`config.mk`:
```
export PLATFORM = sky130hd
export DESIGN_NAME = rr_mux_arbiter
export DESIGN_NICKNAME = d
export VERILOG_FILES = /design/src/rtl/mux_arb_pkg.sv /design/src/rtl/rr_pick8.sv /design/src/rtl/rr_mux_arbiter.sv
export SDC_FILE = /design/constraint.sdc
export NUM_CORES = 1
export LEC_CHECK = 0
export CAP_MARGIN = 20
export CORE_MARGIN = 10
export CORE_UTILIZATION = 35
export CTS_CLUSTER_DIAMETER = 40
export DETAILED_ROUTE_END_ITERATION = 10
export DONT_BUFFER_PORTS = 1
export PLACE_DENSITY = 0.46
export SYNTH_ARGS = -nofsm -noshare
export SYNTH_HDL_FRONTEND = slang
export SYNTH_HIERARCHICAL = 1
export SYNTH_SLANG_ARGS = --single-unit
```
`constraint.sdc`:
```
create_clock -name clk -period 9.2 [get_ports clk]
set_input_delay 2.76 -clock clk [delete_from_list [all_inputs] [get_ports clk]]
set_output_delay 2.76 -clock clk [all_outputs]
set_load 0.02 [all_outputs]
```
`src/rtl/mux_arb_pkg.sv`:
```
// rtl/mux_arb_pkg.sv - shared sizes, FSM state type and one-hot helper for the round-robin mux arbiter
package mux_arb_pkg;

  localparam int NUM_REQ = 8;
  localparam int SEL_W   = 3;

  typedef enum logic {
    IDLE = 1'b0,
    HOLD = 1'b1
  } state_t;

  function automatic logic [NUM_REQ-1:0] onehot8(input logic [SEL_W-1:0] idx);
    logic [NUM_REQ-1:0] v;
    v      = '0;
    v[idx] = 1'b1;
    return v;
  endfunction

endpackage

```
`src/rtl/rr_pick8.sv`:
```
// rtl/rr_pick8.sv - combinational round-robin pick over 8 requesters, starting after last_grant
module rr_pick8
  import mux_arb_pkg::*;
(
  input  logic [NUM_REQ-1:0] req,
  input  logic [SEL_W-1:0]   last_grant,
  output logic               found,
  output logic [SEL_W-1:0]   winner
);

  logic [SEL_W-1:0] idx;

  // Walk offsets from farthest to nearest so the nearest set bit after last_grant wins;
  // offset NUM_REQ wraps to last_grant itself, giving it the lowest priority.
  always_comb begin
    found  = 1'b0;
    winner = '0;
    idx    = '0;
    for (int k = NUM_REQ; k >= 1; k--) begin
      idx = last_grant + SEL_W'(k);
      if (req[idx]) begin
        found  = 1'b1;
        winner = idx;
      end
    end
  end

endmodule

```
`src/rtl/rr_mux_arbiter.sv`:
```
// rtl/rr_mux_arbiter.sv - 8-way round-robin arbiter registering the granted byte behind a valid/ready output
module rr_mux_arbiter
  import mux_arb_pkg::*;
#(
  parameter int DATA_W = 8
) (
  input  logic                      clk,
  input  logic                      rst_n,
  input  logic [NUM_REQ-1:0]        req,
  input  logic [NUM_REQ*DATA_W-1:0] data,
  output logic [NUM_REQ-1:0]        ack,
  output logic                      out_valid,
  input  logic                      out_ready,
  output logic [DATA_W-1:0]         out_data,
  output logic [SEL_W-1:0]          out_src
);

  state_t             state;
  logic [SEL_W-1:0]   last_grant;
  logic               handshake;
  logic [NUM_REQ-1:0] arb_req;
  logic               found;
  logic [SEL_W-1:0]   winner;
  logic [DATA_W-1:0]  win_data;

  assign handshake = out_valid & out_ready;
  // The requester being acked is excluded from the same-cycle re-arbitration.
  assign arb_req   = handshake ? (req & ~onehot8(out_src)) : req;
  assign ack       = handshake ? onehot8(out_src) : '0;

  rr_pick8 u_pick (
    .req        (arb_req),
    .last_grant (last_grant),
    .found      (found),
    .winner     (winner)
  );

  always_comb begin
    win_data = '0;
    case (winner)
      3'd0:    win_data = data[0*DATA_W +: DATA_W];
      3'd1:    win_data = data[1*DATA_W +: DATA_W];
      3'd2:    win_data = data[2*DATA_W +: DATA_W];
      3'd3:    win_data = data[3*DATA_W +: DATA_W];
      3'd4:    win_data = data[4*DATA_W +: DATA_W];
      3'd5:    win_data = data[5*DATA_W +: DATA_W];
      3'd6:    win_data = data[6*DATA_W +: DATA_W];
      3'd7:    win_data = data[7*DATA_W +: DATA_W];
      default: win_data = '0;
    endcase
  end

  always_ff @(posedge clk or negedge rst_n) begin
    if (!rst_n) begin
      state      <= IDLE;
      out_valid  <= 1'b0;
      out_data   <= '0;
      out_src    <= '0;
      last_grant <= SEL_W'(NUM_REQ - 1);
    end else begin
      case (state)
        IDLE: begin
          if (found) begin
            state      <= HOLD;
            out_valid  <= 1'b1;
            out_data   <= win_data;
            out_src    <= winner;
            last_grant <= winner;
          end
        end
        HOLD: begin
          if (handshake) begin
            if (found) begin
              out_data   <= win_data;
              out_src    <= winner;
              last_grant <= winner;
            end else begin
              state     <= IDLE;
              out_valid <= 1'b0;
            end
          end
        end
        default: begin
          state     <= IDLE;
          out_valid <= 1'b0;
        end
      endcase
    end
  end

endmodule

```
# == After elaboration in Yosys (flattened, before gate mapping) ==
# Index checks and enable logic that the tools add are counted.
# classes
n_addsub,7
order_cmp,10
eq_ne,10
mux,53
bitwise_logic,4
n_reduce_logical,3
# op_table
operator,count
$pmux 8 s8,1
$lt 3x4->1 const B,9
$mux 3,12
$mux 8,4
$bmux 1 s3,8
$mux 1,22
$pmux 8 s2,1
$add 3x3->3 const B,4
$eq 3x3->1 const B,4
$pmux 3 s2,2
$and 8x8->8,1
$not 8->8,1
$add 3x2->3 const B,2
$eq 3x2->1 const B,2
$ne 2x2->1 const B,2
$pmux 1 s2,2
$add 3x1->3 const B,1
$demux 1 s3,1
$eq 3x1->1 const B,1
$ge 3x1->1 const B,1
$logic_not 3->1,1
$reduce_and 3->1,1
$ne 2x1->1 const B,1
$and 1x1->1,1
2 further kinds,2
# word_totals
ff_bits,16
in_bits,75
output_inout_bits,20
wordCells,92

# == Depth between registers and ports, before layout ==
# Gate-level depths: netlist of the first run.
# logic_depth
word_depth,22
ltp_mapped,16
ltp_nobuf,13

# == Cells and area by module ==
# The synthesis of the first run kept the hierarchy.
# by_module_without_submodules
module,instances,cells_per_inst,area_per_inst_um2,seq_area_each_um2
rr_mux_arbiter,1,139,1263.7,404.1
rr_pick8,1,77,674.4,0.0

# == Worst setup path before layout of the first run ==
# No wires, ideal clock.
# synth_path
path_kind,input to output
start,in out_ready
end,out ack[0]
t_arrival_ns,3.637
t_required_ns,6.440
setup_slack_ns,2.803
path_stages,3
path_buffers,0
cell_sequence,nand2_1 or2_2 nor3_1
# synth_via
elab_chain_len,2
# synth_lines
item,line_no,text
start: declaration,rr_mux_arbiter.sv:13,"input logic out_ready,"
$and 1x1->1,rr_mux_arbiter.sv:26,assign handshake = out_valid & out_ready;
$mux 8,rr_mux_arbiter.sv:29,assign ack = handshake ? onehot8(out_src) : '0;
end: declaration,rr_mux_arbiter.sv:11,"output logic [NUM_REQ-1:0] ack,"
# Every way passes these cells.

# == Worst setup path after layout of the first run ==
# layout_path
start,in out_ready
end,reg out_data[2]
# layout_via
elab_chain_len,17
word_cells_on_any_way,47
cone_classes,eq/ne (8); mux (37); bitwise (1); reduce/logical (1)
# layout_lines
item,line_no,text
$and 1x1->1 (*),rr_mux_arbiter.sv:26,
$mux 8 (*),rr_mux_arbiter.sv:28,assign arb_req = handshake ? (req & ~onehot8(out_src)) : req;
named net arb_req[0],rr_mux_arbiter.sv:21,logic [NUM_REQ-1:0] arb_req;
$bmux 1 s3,rr_pick8.sv:21,if (req[idx]) begin
$mux 1 (implied by the code),rr_pick8.sv:21,
$mux 3 (7 in a row),rr_pick8.sv:21,
$mux 3 (*),rr_pick8.sv:21,
named net winner[0],rr_mux_arbiter.sv:23,logic [SEL_W-1:0] winner;
$eq 3x3->1 (tied with other cells),rr_mux_arbiter.sv:40,case (winner)
$pmux 8 s8 (*),rr_mux_arbiter.sv:40,
$mux 8 (*),"rr_mux_arbiter.sv:63, rr_mux_arbiter.sv:73",
$mux 8,rr_mux_arbiter.sv:72,if (handshake) begin
$pmux 8 s2 (*),rr_mux_arbiter.sv:61,case (state)
end signal: assignment,rr_mux_arbiter.sv:66,out_data <= win_data;
end signal: assignment,rr_mux_arbiter.sv:74,out_data <= win_data;
end: declaration,rr_mux_arbiter.sv:14,"output logic [DATA_W-1:0] out_data,"
# Mark *: on every way through the listed nets, which the timed path passes. The rest lies on a longest branch. The select of a mux whose other input is x is not followed.
# A chain may end at the register's enable or synchronous reset.

==> results of run 1 <==
sequential cells by signal, indices dropped and copies added, names as in the netlist:
register    cells
out_valid       1
out_data        8
state           1
last_grant      3
out_src         3
power breakdown:
part / switching, uW / leakage [uW] / internal, uW / total (uW)
clock: 23.7 / 0.0000228 / 30.7 / 54.4
combinational: 240 / 0.000595 / 192 / 432
sequential: 30.5 / 0.000186 / 82.8 / 113
final cells by class:
class | instances | share of cell area
tap | 72 | 0.0449
sequential | 16 | 0.201
timing repair buffer | 4 | 0.0187
clock buffer | 4 | 0.0224
inverter | 14 | 0.0262
multi-input combinational | 170 | 0.686
cell families after synthesis:
logic type | count (synthesis) | synth area share
AO/OA/AOI/OAI | 59 | 0.203
XOR/XNOR | 3 | 0.0136
adder cells (fa/ha/maj) | 2 | 0.0129
buffers and inverters | 30 | 0.0865
flip-flops | 16 | 0.209
multiplexers | 50 | 0.321
AND/OR/NAND/NOR | 56 | 0.155
per-stage QoR:
step           worst slack [ns]  utilization  hold WS, ns  power (uW)  cells
6_report                   2.41        0.369        0.513         600    280
3_5_place_dp               1.97        0.358        0.514         537    275
5_1_grt                    2.08        0.369        0.569         648    280
3_3_place_gp               2.08        0.358        0.500         529    275
4_1_cts                    2.24        0.366        0.524         593    279
2_1_floorplan              2.80            -        0.479         477    216
worst max-delay path, delay by kind of cell:
family	cells	cell delay, ns
and+or+nand+nor	6	1.80
AOI/OAI and AO/OA	5	1.45
muxes	2	0.89
path summary, 6_finish.rpt:
check | cells after the start | endpoint | slack, ns
setup / recovery | 13 | out_data[2]$_DFFE_PN0P_ | 2.41
setup reg to reg | 13 | out_data[2]$_DFFE_PN0P_ | 4.35
hold / removal | 1 | out_valid$_DFFE_PN0P_ | 0.51
max in group asynchronous | 0 | last_grant[2]$_DFFE_PN1P_ | 6.83
min in group asynchronous | 0 | out_data[5]$_DFFE_PN0P_ | 2.20
hold reg to reg | 1 | out_valid$_DFFE_PN0P_ | 0.51
routing by layer:
| metal | vias to the layer above | part of all wire |
|---|---|---|
| li1 | 803 | - |
| met1 | 829 | 0.40 |
| met2 | 54 | 0.52 |
| met3 | 5 | 0.075 |
| met4 | 0 | 0.0090 |
| met5 | - | 0 |
Yosys cell counts, drive strengths merged, types with 3 or more instances:
library cell | n | area, um^2
a211oi | 9 | 67.6
a21oi | 8 | 40.0
a31oi | 4 | 25.0
buf | 14 | 108
dfrtp | 13 | 325
dfstp | 3 | 78.8
inv | 14 | 52.6
mux2 | 14 | 161
mux2i | 28 | 280
mux4 | 8 | 180
nand2 | 11 | 41.3
nand2b | 6 | 37.5
nand3 | 4 | 20.0
nor2 | 9 | 33.8
nor2b | 8 | 50.1
nor3 | 4 | 20.0
nor3b | 7 | 52.6
o21ai | 13 | 65.1
o221ai | 6 | 52.6
o22ai | 8 | 50.1
or3 | 3 | 20.0
==> summary.txt, run 1 <==
Outcome
  – Status: finished, final reports clean

Logic synthesis
  – Syn Nets: 293
  – Async SR Flop Fraction: 1.00
  – Prevailing post-synth register cell: dfrtp_1
  – Mapped Area: 1940 um^2
  – Synth Instances: 216
  – #FFs+latches synth: 16
  – Sequential fraction of the synthesis area: 0.209
  – Syn_area_per_cell: 8.97 um^2
  – Post-synth EDFFs: 0
  – Yosys cell types: 40
  – Synth warnings: 6

Clock tree
  – Root Driver: clkbuf_8
  – CTS Hold Bufs: 0
  – Clock sink total: 16
  – CTS tree: yes
  – Post-CTS setup buffers: 0
  – Skew-Pair Late Insertion Delay: 0.25 ns
  – # resized after CTS: 0
  – Clock transition at path regs: 0.06 ns
  – CTS H-tree depth: 1
  – CTS buffer count: 3
  – CTS Buffer Depth: 2

Place
  – Dpl cell area: 1950 um^2
  – Final RePlAce weighted congestion: 0.893
  – Dpl hpwl: 4.84 mm
  – Port Buffer Count: 0

Timing
  – RSZ-0062 raised after global routing: false
  – Fmax: 147 MHz
  – Final hold vios: 0
  – Worst slew pin tran: 1.05 ns
  – Clk_skew: 0.00286 ns
  – Count of final setup violators: 0
  – Setup tns final: 0 ns
  – Final Critical Period: 6.79 ns
  – Slew headroom: 0.297
  – Final Max Slew Viols: 0
  – Period utilisation layout: 0.738

Floorplanning
  – FP Rows: 27
  – IO Count: 95
  – Die area: 8910 um^2
  – Initial Utilization: 0.356
  – Die Height: 94.4 um
  – Core Area: 5440 um^2
  – Die Wd: 94.4 um

GRT
  – Global route hottest layer: met2
  – Overflow after GRT: 0
  – Initial antenna violation count: 0
  – Met1 Use GR: 0.149
  – Total track usage: 0.126
  – Largest net degree at the start of global routing: 23
  – Met2 Usage GRT: 0.215
  – Vias in the first global route: 1696
  – GR Util met3: 0.0365
  – First-pass GRT wire length: 9.08 mm

Critical path
  – Data required time at the worst endpoint: 9.33 ns
  – Worst path slowest cell: a31oi_2
  – Worst Setup Start Kind: input pin
  – Largest stage delay on the critical path: 0.83 ns
  – Critical Path Sink Type: register
  – Crit path from: out_ready
  – Critical Path, Cell by Cell: nand2_1 -> or2_2 -> nor3_1 -> nor2b_1 -> mux4_2 -> mux2_2 -> nor3b_1 -> o311ai_1 -> a31oi_2 -> nand2b_1 -> a2bb2oi_1 -> a21oi_1 -> o2bb2ai_1
  – R2r startpoint: out_valid$_DFFE_PN0P_
  – CP Max Fanout: 17
  – Critical path type: input pin to register
  – Worst EP arrival: 6.92 ns

Hold path
  – Hold Crit Class: register to register
  – Hold Startpoint: state$_DFF_PN0_

Layout
  – Ant. Diodes: 0
  – Synth-to-layout area growth: 3.55%
  – Area taken by multi-input logic gates: 1380 um^2
  – Fillcell total: 562
  – Final net count: 286
  – Cell area after layout: 2010 um^2
  – Share of cells above drive strength 1: 0.178
  – Commonest non-fill, non-tap cell in the layout: mux2i_1
  – FF/Latch Area: 404 um^2
  – Most frequent cells in the layout: mux2i_1 (28), inv_1 (14), mux2_2 (13), dfrtp_1 (13), nand2_1 (11)

Pwr
  – Leak Pwr: 0.000804 uW
  – Peak VDD IR: 0.127 mV
  – Pwr Density: 299 nW/um^2

Drt
  – Routed length per instance: 21.1 um
  – Antenna Nets Post-Route: 0
  – Routed via count: 1691
  – Initial DRC Count: 110
  – First-pass DRT Iterations: 4
  – Final wirelength: 5.90 mm
  – Via density: 6.04
  – DRC errors left: 0

Job
  – Max Cap Viol: 0
Power figures use the tool's default switching activity.
==> inputs of run 2 (changes only) <==
- clock period: 9.2 -> 7 ns (I/O delays scaled with it)
==> summary.txt, run 2 (same netlist as run 1, synthesis figures left out) <==
Outcome
  – Status: finished, final reports clean

Timing
  – Count of final setup violators: 0 (unchanged)
  – Worst slew pin tran: 1.00 ns (-0.0478 ns)
  – Final Max Slew Viols: 0 (unchanged)
  – Final Critical Period: 5.81 ns
  – Final hold vios: 0 (unchanged)
  – Setup tns final: 0 ns (unchanged)
  – Slew headroom: 0.329 (+0.0319)
  – Period utilisation layout: 0.830
  – Fmax: 172 MHz
  – Clk_skew: 0.00384 ns (+0.000988 ns)
  – RSZ-0062 raised after global routing: false

Floorplanning
  – IO Count: 95 (unchanged)
  – FP Rows: 27 (unchanged)
  – Die area: 8910 um^2 (unchanged)
  – Core Area: 5440 um^2 (unchanged)
  – Die Height: 94.4 um (unchanged)
  – Die Wd: 94.4 um (unchanged)
  – Initial Utilization: 0.356 (unchanged)

Clock tree
  – Skew-Pair Late Insertion Delay: 0.24 ns (about the same)
  – Root Driver: clkbuf_8
  – Post-CTS setup buffers: 0 (unchanged)
  – Clock sink total: 16 (unchanged)
  – Clock transition at path regs: 0.06 ns (about the same)
  – CTS Buffer Depth: 2 (unchanged)
  – CTS buffer count: 3 (unchanged)
  – CTS Hold Bufs: 0 (unchanged)
  – CTS tree: yes
  – # resized after CTS: 0 (unchanged)
  – CTS H-tree depth: 1 (unchanged)

Layout
  – Synth-to-layout area growth: 4.71%
  – Top flop regs: out_data: 8 flops, last_grant: 3 flops, out_src: 3 flops
  – Ant. Diodes: 0 (unchanged)
  – Biggest register: out_data
  – Core Util, Final: 0.373 (+0.00414)
  – Share of cells above drive strength 1: 0.187 (+0.00872)
  – Most frequent cells in the layout: mux2i_1 (28), inv_1 (14), mux2_2 (13), dfrtp_1 (13), nand2_1 (11)
  – Final net count: 287 (+0.35%)
  – FF/Latch Area: 404 um^2 (unchanged)
  – Area taken by multi-input logic gates: 1380 um^2 (unchanged)
  – Max reg flops: 8 (unchanged)
  – Commonest non-fill, non-tap cell in the layout: mux2i_1
  – Fillcell total: 557 (-0.89%)

Hold path
  – Hold Crit Class: register to register
  – Hold Startpoint: state$_DFF_PN0_
  – Worst hold path depth: 1 (unchanged)
  – WHS Endpoint: out_valid$_DFFE_PN0P_

Critical path
  – Worst Setup Start Kind: input pin
  – R2r startpoint: out_valid$_DFFE_PN0P_
  – Top delay family on crit path: simple AND/OR/NAND/NOR gates
  – Largest stage delay on the critical path: 0.80 ns (-0.03 ns)
  – Worst EP arrival: 5.94 ns (-0.98 ns)
  – Data required time at the worst endpoint: 7.13 ns (-2.20 ns)
  – Worst reg2reg setup slack: 2.47 ns (-1.88 ns)
  – Worst path depth: 13 (unchanged)
  – Reg-to-Reg End: out_data[4]$_DFFE_PN0P_
  – Critical path type: input pin to register
  – Critical Path Sink Type: register
  – Buf/Inv on CP: 0 (unchanged)
  – Worst path slowest cell: a31oi_2
  – Critical Path, Cell by Cell: nand2_1 -> or2_2 -> nor2_1 -> nor2b_1 -> mux4_2 -> mux2_2 -> nor3b_1 -> o311ai_1 -> a31oi_2 -> nand2b_1 -> a2bb2oi_1 -> a21oi_1 -> o2bb2ai_1
  – Path depth of the worst reg2reg path: 13 (unchanged)
  – CP Max Fanout: 17 (unchanged)

GRT
  – Initial antenna violation count: 0 (unchanged)
  – Vias in the first global route: 1691 (-0.29%)
  – First-pass GRT wire length: 9.14 mm (+0.68%)
  – Total track usage: 0.126 (+0.000776)
  – Largest net degree at the start of global routing: 22 (-4.3%)
  – Overflow after GRT: 0 (unchanged)

Place
  – Port Buffer Count: 0 (unchanged)
  – Final RePlAce weighted congestion: 0.856 (-4.1%)
  – Dpl hpwl: 4.91 mm (+1.4%)

Pwr
  – Peak VDD IR: 0.181 mV (+43%)
  – Pwr Density: 389 nW/um^2 (+30%)
  – Leak Pwr: 0.000818 uW (+1.7%)
  – Pwr Total: 789 uW (+32%)

Drt
  – Routed via count: 1689 (-0.12%)
  – Routed length per instance: 21.1 um (+0.30%)
  – Via density: 6.01 (-0.47%)
  – First-pass DRT Iterations: 4 (unchanged)
  – Initial DRC Count: 97 (-12%)
  – DRC errors left: 0 (unchanged)
  – Antenna Nets Post-Route: 0 (unchanged)
  – Final wirelength: 5.94 mm (+0.66%)

Job
  – Max Cap Viol: 0 (unchanged)
run 2: changes by cell type in the layout (fill, tap and decap cells not counted), sizes merged:
cell	delta
buf	+1
run 2: worst max-delay path by stage:
stage / startpoint / to / slack [ns]
final: out_ready / out_data[4]$_DFFE_PN0P_ / 1.19
after CTS: out_ready / out_data[4]$_DFFE_PN0P_ / 1.20
after global routing: out_ready / out_data[4]$_DFFE_PN0P_ / 0.84
after global placement: out_ready / out_data[2]$_DFFE_PN0P_ / 1.08
after detailed placement: out_ready / out_data[4]$_DFFE_PN0P_ / 0.91
after floorplan: out_ready / out_data[0]$_DFFE_PN0P_ / 1.41
run 2: report_power, final:
part           internal [uW]  total, uW  switching [uW]
logic                    253        560             308
clock network           49.8       80.0            30.2
registers                109        149            39.9
run 2: cell type report:
class | count | area share
multi-input combinational | 170 | 0.679
inverter | 14 | 0.0259
sequential | 16 | 0.199
timing repair buffer | 5 | 0.0247
tap | 72 | 0.0444
clock buffer | 4 | 0.0271
run 2: worst reg2reg max path: cells and delay by family, from the launching register on:
| family | cells | cell delay, ns |
|---|---|---|
| compound gates | 5 | 1.41 |
| flops | 1 | 0.50 |
| mux | 2 | 0.89 |
| simple gates | 6 | 1.60 |
run 2: per-layer routing:
layer  vias up  track usage  wire (um)
li1        807            -          -
met1       815        0.153       2290
met2        61        0.212       3080
met3         6       0.0412        518
met4         0       0.0291         42
met5         -            0          0
run 2: per-stage QoR:
step                      std cells  hold slack (ns)  cell area, um^2  setup WS (ns)
after floorplan                 216            0.479             1940           1.41
after global routing            281            0.570             2030          0.841
after global placement          277            0.499             1970           1.08
after detailed placement        277            0.516             1970          0.907
final                           281            0.524             2030           1.19
after CTS                       281            0.526             2030           1.20
